File: config.mk
export PLATFORM = sky130hd
export DESIGN_NAME = bus_catch_bank_flat
export DESIGN_NICKNAME = d
export VERILOG_FILES = /design/src/rtl/bus_catch_bank_if.sv /design/src/rtl/bus_catch_bank.sv /design/src/flat_wrapper.sv
export SDC_FILE = /design/constraint.sdc
export NUM_CORES = 1
export LEC_CHECK = 0
export BUFFER_PORTS_ARGS = -buffer_cell sky130_fd_sc_hd__clkbuf_2
export CORE_UTILIZATION = 35
export DETAILED_ROUTE_END_ITERATION = 6
export GPL_TIMING_DRIVEN = 0
export PLACE_DENSITY_LB_ADDON = 0.05
export SETUP_SLACK_MARGIN = 0.05
export SYNTH_ARGS = -nofsm -noshare
export SYNTH_HDL_FRONTEND = slang
export SYNTH_SLANG_ARGS = --single-unit
File: constraint.sdc
create_clock -name io_clk -period 17.2 [get_ports io_clk]
set_clock_uncertainty 0.2 [all_clocks]
set_input_delay 3.44 -clock io_clk [delete_from_list [all_inputs] [get_ports io_clk]]
set_output_delay 3.44 -clock io_clk [all_outputs]
set_load 0.005 [all_outputs]
File: src/rtl/bus_catch_bank_if.sv
// Core-bus side of the register bank: byte-lane writes, reads, status set inputs
// and the register/read-back/strobe/irq outputs.
interface bus_catch_bank_if #(
   parameter int NREG = 4
);
   logic [3:0]         io_wen;
   logic               io_ren;
   logic [31:0]        io_addr;
   logic [31:0]        io_din;
   logic [NREG*32-1:0] io_set;
   logic [NREG*32-1:0] io_dout;
   logic [31:0]        io_rdata;
   logic               io_rvalid;
   logic [NREG-1:0]    io_wstb;
   logic               io_irq;

   modport master (
      output io_wen, io_ren, io_addr, io_din, io_set,
      input  io_dout, io_rdata, io_rvalid, io_wstb, io_irq
   );

   modport slave (
      input  io_wen, io_ren, io_addr, io_din, io_set,
      output io_dout, io_rdata, io_rvalid, io_wstb, io_irq
   );
endinterface

File: src/rtl/bus_catch_bank.sv
// Bank of _NREG 32-bit memory-mapped registers: RW control or W1C status per register,
// registered read-back, per-register write strobes and a registered status IRQ.
module bus_catch_bank #(
   parameter logic [31:0]      _ADD      = 32'h0,
   parameter int               _NREG     = 4,
   parameter logic [_NREG-1:0] _W1C_MASK = '0,
   parameter logic [31:0]      _RST_VAL  = 32'h0
) (
   input  logic            io_clk,
   input  logic            io_reset,
   bus_catch_bank_if.slave bus
);

   logic [29:0]             idx;
   logic                    hit;
   logic                    wr;
   logic [31:0]             lane_mask;
   logic [_NREG-1:0][31:0]  set_v;
   logic [_NREG-1:0][31:0]  regs;
   logic [_NREG-1:0][31:0]  regs_nxt;
   logic [_NREG-1:0]        wsel;
   logic [31:0]             rd_mux;
   logic                    irq_any;
   logic [31:0]             rdata;
   logic                    rvalid;
   logic [_NREG-1:0]        wstb;
   logic                    irq;

   // Subtracting the base wraps addresses below it to huge indices, so one compare rejects both sides.
   always_comb begin
      idx       = bus.io_addr[31:2] - _ADD[31:2];
      hit       = idx < 30'(_NREG);
      wr        = hit && (bus.io_wen != 4'b0000);
      lane_mask = {{8{bus.io_wen[3]}}, {8{bus.io_wen[2]}}, {8{bus.io_wen[1]}}, {8{bus.io_wen[0]}}};
   end

   assign set_v = bus.io_set;

   always_comb begin
      regs_nxt = regs;
      wsel     = '0;
      rd_mux   = 32'h0;
      irq_any  = 1'b0;
      for (int k = 0; k < _NREG; k++) begin
         wsel[k] = wr && (idx == 30'(k));
         if (hit && (idx == 30'(k)))
            rd_mux = regs[k];
         if (_W1C_MASK[k]) begin
            // Hardware set dominates a same-cycle software clear.
            regs_nxt[k] = set_v[k] | (regs[k] & ~(wsel[k] ? (lane_mask & bus.io_din) : 32'h0));
            irq_any     = irq_any | (|regs[k]);
         end else if (wsel[k]) begin
            regs_nxt[k] = (regs[k] & ~lane_mask) | (bus.io_din & lane_mask);
         end
      end
   end

   always_ff @(posedge io_clk or posedge io_reset) begin
      if (io_reset) begin
         for (int k = 0; k < _NREG; k++)
            regs[k] <= _W1C_MASK[k] ? 32'h0 : _RST_VAL;
         rdata  <= 32'h0;
         rvalid <= 1'b0;
         wstb   <= '0;
         irq    <= 1'b0;
      end else begin
         regs   <= regs_nxt;
         rvalid <= hit && bus.io_ren;
         if (hit && bus.io_ren)
            rdata <= rd_mux;
         wstb   <= wsel;
         irq    <= irq_any;
      end
   end

   assign bus.io_dout   = regs;
   assign bus.io_rdata  = rdata;
   assign bus.io_rvalid = rvalid;
   assign bus.io_wstb   = wstb;
   assign bus.io_irq    = irq;

endmodule

File: src/flat_wrapper.sv
// flat-port wrapper written by rule: the top's interface ports become plain ports
module bus_catch_bank_flat 
#(
   parameter logic [31:0]      _ADD      = 32'h0,
   parameter int               _NREG     = 4,
   parameter logic [_NREG-1:0] _W1C_MASK = '0,
   parameter logic [31:0]      _RST_VAL  = 32'h0
)
  (io_clk, io_reset, bus_io_wen, bus_io_ren, bus_io_addr, bus_io_din, bus_io_set, bus_io_dout, bus_io_rdata, bus_io_rvalid, bus_io_wstb, bus_io_irq);
  bus_catch_bank_if #(.NREG((4))) bus_i ();
  input  logic io_clk;
  input  logic io_reset;
  input wire logic [$bits(bus_i.io_wen)-1:0] bus_io_wen;
  input wire logic [$bits(bus_i.io_ren)-1:0] bus_io_ren;
  input wire logic [$bits(bus_i.io_addr)-1:0] bus_io_addr;
  input wire logic [$bits(bus_i.io_din)-1:0] bus_io_din;
  input wire logic [$bits(bus_i.io_set)-1:0] bus_io_set;
  output wire logic [$bits(bus_i.io_dout)-1:0] bus_io_dout;
  output wire logic [$bits(bus_i.io_rdata)-1:0] bus_io_rdata;
  output wire logic [$bits(bus_i.io_rvalid)-1:0] bus_io_rvalid;
  output wire logic [$bits(bus_i.io_wstb)-1:0] bus_io_wstb;
  output wire logic [$bits(bus_i.io_irq)-1:0] bus_io_irq;
  assign bus_i.io_wen = bus_io_wen;
  assign bus_i.io_ren = bus_io_ren;
  assign bus_i.io_addr = bus_io_addr;
  assign bus_i.io_din = bus_io_din;
  assign bus_i.io_set = bus_io_set;
  assign bus_io_dout = bus_i.io_dout;
  assign bus_io_rdata = bus_i.io_rdata;
  assign bus_io_rvalid = bus_i.io_rvalid;
  assign bus_io_wstb = bus_i.io_wstb;
  assign bus_io_irq = bus_i.io_irq;
  bus_catch_bank #(._ADD(_ADD), ._NREG(_NREG), ._W1C_MASK(_W1C_MASK), ._RST_VAL(_RST_VAL)) u_core (.io_clk(io_clk), .io_reset(io_reset), .bus(bus_i));
endmodule
==> Word level (Yosys, flattened, before mapping) <==
Cells that the tools add are included.
{ "classes": {"order_cmp": 1, "n_eq_ne": 3, "mux": 4, "n_bitwise": 10, "n_reduce_logical": 12} }
{ "ops": {"columns": ["op", "count"], "rows": [
  ["32-bit AND", 5],
  ["32-bit two-way mux", 4],
  ["32-bit bitwise OR", 4],
  ["30-bit by 2-bit == test with 1-bit output, second input constant", 2],
  ["32-bit NOT", 1],
  ["30-bit by 1-bit == test with 1-bit output, second input constant", 1],
  ["30-bit logical NOT", 1],
  ["30-bit by 3-bit less-than comparator with 1-bit output, second input constant", 1],
  ["1-bit logical AND", 10],
  ["4-bit nonzero test", 1]
]} }
{ "totals": {"register_bits": 165, "elab_cells": 37} }

==> Longest topological paths before layout <==
Gate-level depths: netlist (run 1).
{ "logic_depth": {"ltp_word": 6, "ltp_mapped": 6} }

==> Worst setup path before layout (run 1) <==
No wires, ideal clock.
{ "synth_timing": {"path_kind": "input -> register", "startpoint": "input port bus_io_addr[9]", "endpoint": "register (tool-made name)", "t_arrival_ns": 5.173, "required_ns": 16.875, "path_slack_ns": 11.702, "stages": 6, "path_buffers": 3, "path_cell_list": "or4_1 > buf_2 > buf_6 > or4_1 > buf_6 > mux2_4"} }
{ "synth_rtl": {"columns": ["item", "line_no", "rtl"], "rows": [
  ["start, declared", "flat_wrapper.sv:15", "input wire logic [$bits(bus_i.io_addr)-1:0] bus_io_addr;"]
]} }

==> Worst setup path in the final report (run 1) <==
{ "layout_timing": {"startpoint": "input port bus_io_addr[20]", "endpoint": "register u_core.rdata[10], in the netlist u_core.bus.io_rdata[10]"} }
{ "layout_between": {"elab_chain_cells": 6, "elab_cells_between_ends": 14, "classes_between": "order compare: 1; eq/ne: 3; mux: 4; reduce/logical: 6"} }
{ "layout_rtl": {"columns": ["item", "line_no", "rtl"], "rows": [
  ["30-bit by 3-bit less-than comparator with 1-bit output / 30-bit logical NOT (equally long branches)", "bus_catch_bank.sv:32, bus_catch_bank.sv:46", null],
  ["1-bit logical AND", "bus_catch_bank.sv:46", "if (hit && (idx == 30'(k)))"],
  ["32-bit two-way mux (4 in series)", "bus_catch_bank.sv:46", null],
  ["end signal, assigned", "bus_catch_bank.sv:70", "rdata <= rd_mux;"],
  ["end, declared", "bus_catch_bank.sv:24", "logic [31:0] rdata;"]
]} }
Several ways; a longest one is shown, not always the timed one.
A chain may end at the register's enable or synchronous reset.

==> run metrics, run 1 <==
initial DRC count 183; Max Buffers Root-to-Sink 2; CTS buffer count 17; RSZ-0062 raised after global routing false; most frequent cells in the layout clkbuf_2 (233), dfrtp_1 (165), mux2_4 (64), mux2_1 (64); Placement Rows 52; Max-slew headroom between 30% and 40%; FF-to-FF path depth 2; first-pass GRT wire length 30000 um; Die Ht 148 um; mapped cell area 7440 um2; number of iterations in the first detailed-routing pass 4; required time of the critical path 17.31 ns; Cell variety after synth 23; global route overflow 0; Worst-path clk slew 0.06 ns; critical path launch point type input pin; Total Routing Usage GR 18.3%; RR Endpoint u_core.bus.io_rdata[31]$_DFFE_PP0P_; WL final 19200 um; # setup viols final 0; R2R Setup Slk 15.73 ns; #FFs+latches synth 165; Cells on Worst Hold Path 1; CTS tree built; Inserted Diodes 0; largest cells by area after synthesis dfrtp_1 (55%), mux2_4 (13%), mux2_1 (9.7%); Net Count, Synth 640; slew of the pin with the lowest slew margin 0.987 ns; Hold EP u_core.bus.io_rdata[1]$_DFFE_PP0P_; fin crit period approximately 5.5 ns; CTS HTree Levels 4; share of layout cells above drive strength 1 58.4%; fraction of synthesized cell area taken by the top area cell type between 50 and 60%; max_cap viols 0; initial antenna violation count 0; chip width 148 um; port buffer count between 200 and 250; Fin. Hold Viols 0; Core Region 20600 um2; outcome complete, no violations; area leader, netlist dfrtp_1; Vias/cell 4.91; met1 Usage GRT 23.8%; Final #Nets 893; top achievable clock speed 181 MHz; Slew Limit Fails 0; Layout area overhead 28.3%; CTS sink cnt 165; setup bufs post-CTS 0; fin util 46.4%; DR DRC count 0; HP Start u_core.bus.io_rdata[1]$_DFFE_PP0P_; met2 Usage GRT 29.6%; post-synthesis sequential area ratio 55.5%; Syn Inst Count about 440; vias 4792; Wirelength per Cell 19.7 um; IO Count 365; CTS resizes 0; Most Crowded Layer GR met2; Setup CP Type in2reg; Setup TNS 0 ns; number of global-route vias before repair 5002; Arrival @ worst endpoint between 5 and 6 ns; die area 21800 um2; clk root buf clkbuf_16; Period Utilization, post-route 32.2%; leakage just over 5 nW; Mean Syn Cell Area roughly 17 um2; Pwr Density 82.4 nW/um2; clock latency at the later pin of the worst-skew pair 0.42 ns; GRT met3 Usage 5.37%; CP Max Fanout 10; Detail Placement HPWL 13400 um; cts hold-fix bufs 0; Max IR drop VDD 0.0000628 V; most common cell after layout, fill and taps aside clkbuf_2; Starting Density 36.2%; largest net degree at the start of global routing 92; Detail Route Antenna Nets 0; element type at the critical path end flip-flop; fillcell total 1904; Final GP Congestion approximately 0.74; Syn. warnings 0; class of the worst hold path reg2reg
[worst max-delay path by stage]
stage | startpoint | to | slack [ns]
after floorplan | io_reset | asynchronous set/reset pin | 9.10
after global placement | io_reset | u_core.bus.io_rdata[6]$_DFFE_PP0P_ | 7.22
after detailed placement | bus_io_addr[20] | u_core.bus.io_rdata[29]$_DFFE_PP0P_ | 11.10
after CTS | bus_io_addr[20] | u_core.bus.io_rdata[29]$_DFFE_PP0P_ | 11.54
after global routing | bus_io_addr[22] | u_core.bus.io_rdata[29]$_DFFE_PP0P_ | 11.41
final | bus_io_addr[20] | u_core.bus.io_rdata[10]$_DFFE_PP0P_ | 11.67
[critical path, cell delays in order]
cell and delay [ns]:
clkbuf_2 0.08, nor4_1 0.31, nand4_2 0.31, nor4_2 0.68
buf_2 0.42, mux2_2 0.37
[Yosys cell counts]
master    count
nor4_4        4
mux2_2       32
buf_2         6
dfrtp_1     165
conb_1        1
nor3_1        1
nor2_1        2
nor4_1        8
nor3b_1       1
inv_1         2
nand4_2       1
mux2_4       64
clkbuf_1     12
nor2b_1       3
mux4_2       32
buf_4         1
nor4_2        1
nand3_1       4
nand2_1      14
buf_6         6
buf_1         3
mux2_1       64
or4_1        14
[metrics by stage]
| step | area [um2] | power (W) | instances | hold slack (ns) | setup WS (ns) |
|---|---|---|---|---|---|
| 2_1_floorplan | 7440 | 0.000410 | 441 | 0.305 | 9.10 |
| 3_3_place_gp | 8940 | 0.000426 | 944 | 0.290 | 7.22 |
| 3_5_place_dp | 8980 | 0.000428 | 945 | 0.295 | 11.10 |
| 4_1_cts | 9550 | 0.000799 | 976 | 0.309 | 11.54 |
| 5_1_grt | 9550 | 0.000819 | 976 | 0.328 | 11.41 |
| 6_report | 9550 | 0.000786 | 976 | 0.306 | 11.67 |
[final cells by class]
| type | instances | area [um2] | area share [%] |
|---|---|---|---|
| Clock inverter | 10 | 96.3 | 1.01 |
| Clock buffer | 21 | 470 | 4.93 |
| Timing Repair Buffer | 234 | 1190 | 12.5 |
| Tap cell | 270 | 338 | 3.54 |
| Multi-Input combinational cell | 246 | 3140 | 32.9 |
| Sequential cell | 165 | 4130 | 43.3 |
| Buffer | 28 | 161 | 1.69 |
| Inverter | 2 | 15.0 | 0.157 |
[where the power goes]
| part | switching [W] | internal, W |
|---|---|---|
| combinational | 0.0000206 | 0.0000110 |
| clock | 0.000156 | 0.000211 |
| sequential | 0.00000000000709 | 0.000388 |
| total | 0.000177 | 0.000610 |
[cell families (layout without fill, tap and decap cells)]
group	after synthesis	after routing	synth area share, %
DFF	165	165	55.5
and+or+nand+nor	53	53	5.06
other	1	1	0.0504
buffers and inverters	30	295	2.27
muxes	192	192	37.1
[layer usage]
layer,routed length [um],vias up
met2,9310,147
met4,152,0
met5,0,-
li1,-,2162
met1,8550,2471
met3,1240,12
(Power assumes the default switching activity.)
==> run 2, diff against run 1 <==
==> constraint.sdc (replaced) <==
create_clock -name io_clk -period 5.72 [get_ports io_clk]
set_clock_uncertainty 0.2 [all_clocks]
set_input_delay 1.144 -clock io_clk [delete_from_list [all_inputs] [get_ports io_clk]]
set_output_delay 1.144 -clock io_clk [all_outputs]
set_load 0.005 [all_outputs]
==> run 2 against run 1 <==
First-iteration DRC count fell by 42%. Register-to-register slack got worse by 11 ns. Core utilization grew 0.39 points. Total power grew to 3.0 times the previous value. Sequential power grew to 3.0 times the previous value. Global-route usage rose by 0.77 points. Critical path depth unchanged. Cell count up 0.61%. Non-clock buffer count rose by 4. Count of clock-buffer cells in the layout is 1 lower. Clock power grew to 3.1 times the previous value. Critical endpoint is now u_core.bus.io_rdata[11]$_DFFE_PP0P_. Largest cell class unchanged. Highest routed layer is now met5.
==> run metrics, run 2 (synthesis gave the netlist of run 1 again) <==
critical path launch point type input pin; fin crit period 3.35 ns; Core Region roughly 20000 um2; chip width 148 um; Pwr Density 248 nW/um2; number of iterations in the first detailed-routing pass 4; clock latency at the later pin of the worst-skew pair 0.42 ns; first-pass GRT wire length 31100 um; max layer used met5; CP Cell Sequence clkbuf_2 > nor4_1 > nand4_2 > nor4_2 > buf_2 > mux2_2; Max Buffers Root-to-Sink 2; setup bufs post-CTS 0; slew of the pin with the lowest slew margin 1.04 ns; Fin. Hold Viols 0; Crit-path slowest cell nor4_2; CP Buf/Inv Count 2; Critical Path End u_core.bus.io_rdata[11]$_DFFE_PP0P_; Die Ht ~150 um; Slew Limit Fails 0; top achievable clock speed between 200 and 300 MHz; number of global-route vias before repair between 5000 and 6000; DR DRC count 0; most frequent cells in the layout clkbuf_2 (233), dfrtp_1 (165), mux2_4 (64), mux2_1 (64); Total Routing Usage GR 19.1%; Period Utilization, post-route around three fifths; largest net degree at the start of global routing 35; share of layout cells above drive strength 1 58.5%; WL final 20000 um; required time of the critical path 5.83 ns; Setup TNS 0 ns; max_cap viols 0; # setup viols final 0; Detail Route Antenna Nets 0; Starting Density 36.2%; Max-slew headroom 30.3%; Final #Nets 897; Final WS setup 2.37 ns; global route overflow 0; M1 WL between 8000 and 9000 um; clk root buf clkbuf_16; RSZ-0062 raised after global routing false; RR Endpoint u_core.bus.io_rdata[23]$_DFFE_PP0P_; Crit path depth 6; Worst setup startpoint bus_io_addr[31]; vias between 4000 and 5000; port buffer count 233; max incr delay on CP 0.73 ns; Vias/cell just under 5; CP Max Fanout 10; Tot Pwr about 0.0024 W; final hold slack 0.306 ns; CTS HTree Levels 4; Final GP Congestion roughly 0.74; die area roughly 22000 um2; CTS buffer count 17; FF-to-FF path depth 2; CTS sink cnt 165; class of the worst hold path reg2reg; CTS resizes 0; critical path's top delay family simple AND/OR/NAND/NOR gates; element type at the critical path end flip-flop; Detail Placement HPWL between 10000 and 15000 um; Layout area overhead 29.4%; fillcell total ~1900; leakage 5.19 nW; IO Count ~370; Setup CP Type in2reg; pre-CTS WS 1.79 ns; Placement Rows 52; most common cell after layout, fill and taps aside clkbuf_2; R2R Setup Slk about 4.2 ns; Wirelength per Cell 20.3 um; Arrival @ worst endpoint between 3 and 4 ns; cts hold-fix bufs 0; CTS tree built; outcome complete, no violations; initial DRC count approximately 110; WL met2 9450 um; initial antenna violation count 2; Max IR drop VDD 0.000187 V; Worst-path clk slew 0.07 ns; routed wl met3 1340 um
==> run 2: power by group <==
part           leakage [nW]    switching (W)  total (W)  internal (W)
combinational          2.62        0.0000639   0.000103     0.0000386
clock                 0.258         0.000503    0.00112      0.000619
sequential             2.31  0.0000000000212    0.00117       0.00117
==> run 2: routing by layer <==
metal,track usage (%),up-vias
met1,25.9,2538
li1,-,2167
met2,29.5,159
met4,6.19,2
met3,5.40,15
met5,0,-
==> run 2: cell type report <==
class	instances	area [um2]	area share (%)
diodes	1	2.50	0.0260
plain buffers	28	161	1.68
clock buffers	20	447	4.64
clock inverters	12	121	1.26
inverters	2	11.3	0.117
multi-input cells	246	3140	32.6
flip-flops and latches	165	4130	42.9
well taps	270	338	3.51
repair buffers	238	1270	13.2
==> run 2: worst min-delay path by stage <==
stage	start	endpoint	slack [ns]	cells past startpoint
finish	u_core.bus.io_rdata[9]$_DFFE_PP0P_	u_core.bus.io_rdata[9]$_DFFE_PP0P_	0.31	1
global route	u_core.bus.io_rdata[3]$_DFFE_PP0P_	u_core.bus.io_rdata[3]$_DFFE_PP0P_	0.33	1
detailed placement	u_core.bus.io_rdata[27]$_DFFE_PP0P_	u_core.bus.io_rdata[27]$_DFFE_PP0P_	0.30	1
global placement	u_core.bus.io_rdata[4]$_DFFE_PP0P_	u_core.bus.io_rdata[4]$_DFFE_PP0P_	0.29	1
floorplan	u_core.bus.io_rdata[0]$_DFFE_PP0P_	u_core.bus.io_rdata[0]$_DFFE_PP0P_	0.31	1
CTS	u_core.bus.io_rdata[27]$_DFFE_PP0P_	u_core.bus.io_rdata[27]$_DFFE_PP0P_	0.31	1
==> run 2: worst reg2reg max path, delay by kind of cell (launching register included) <==
kind,cells,cell delay [ns]
DFF,1,0.42
muxes,2,0.75
==> run 2: stage by stage <==
stage	instance area (um2)	cells	utilization [%]
floorplan	7440	441	-
global placement	8950	944	43.5
detailed placement	9060	949	44.0
CTS	9620	981	46.8
global route	9630	982	46.8
finish	9630	982	46.8
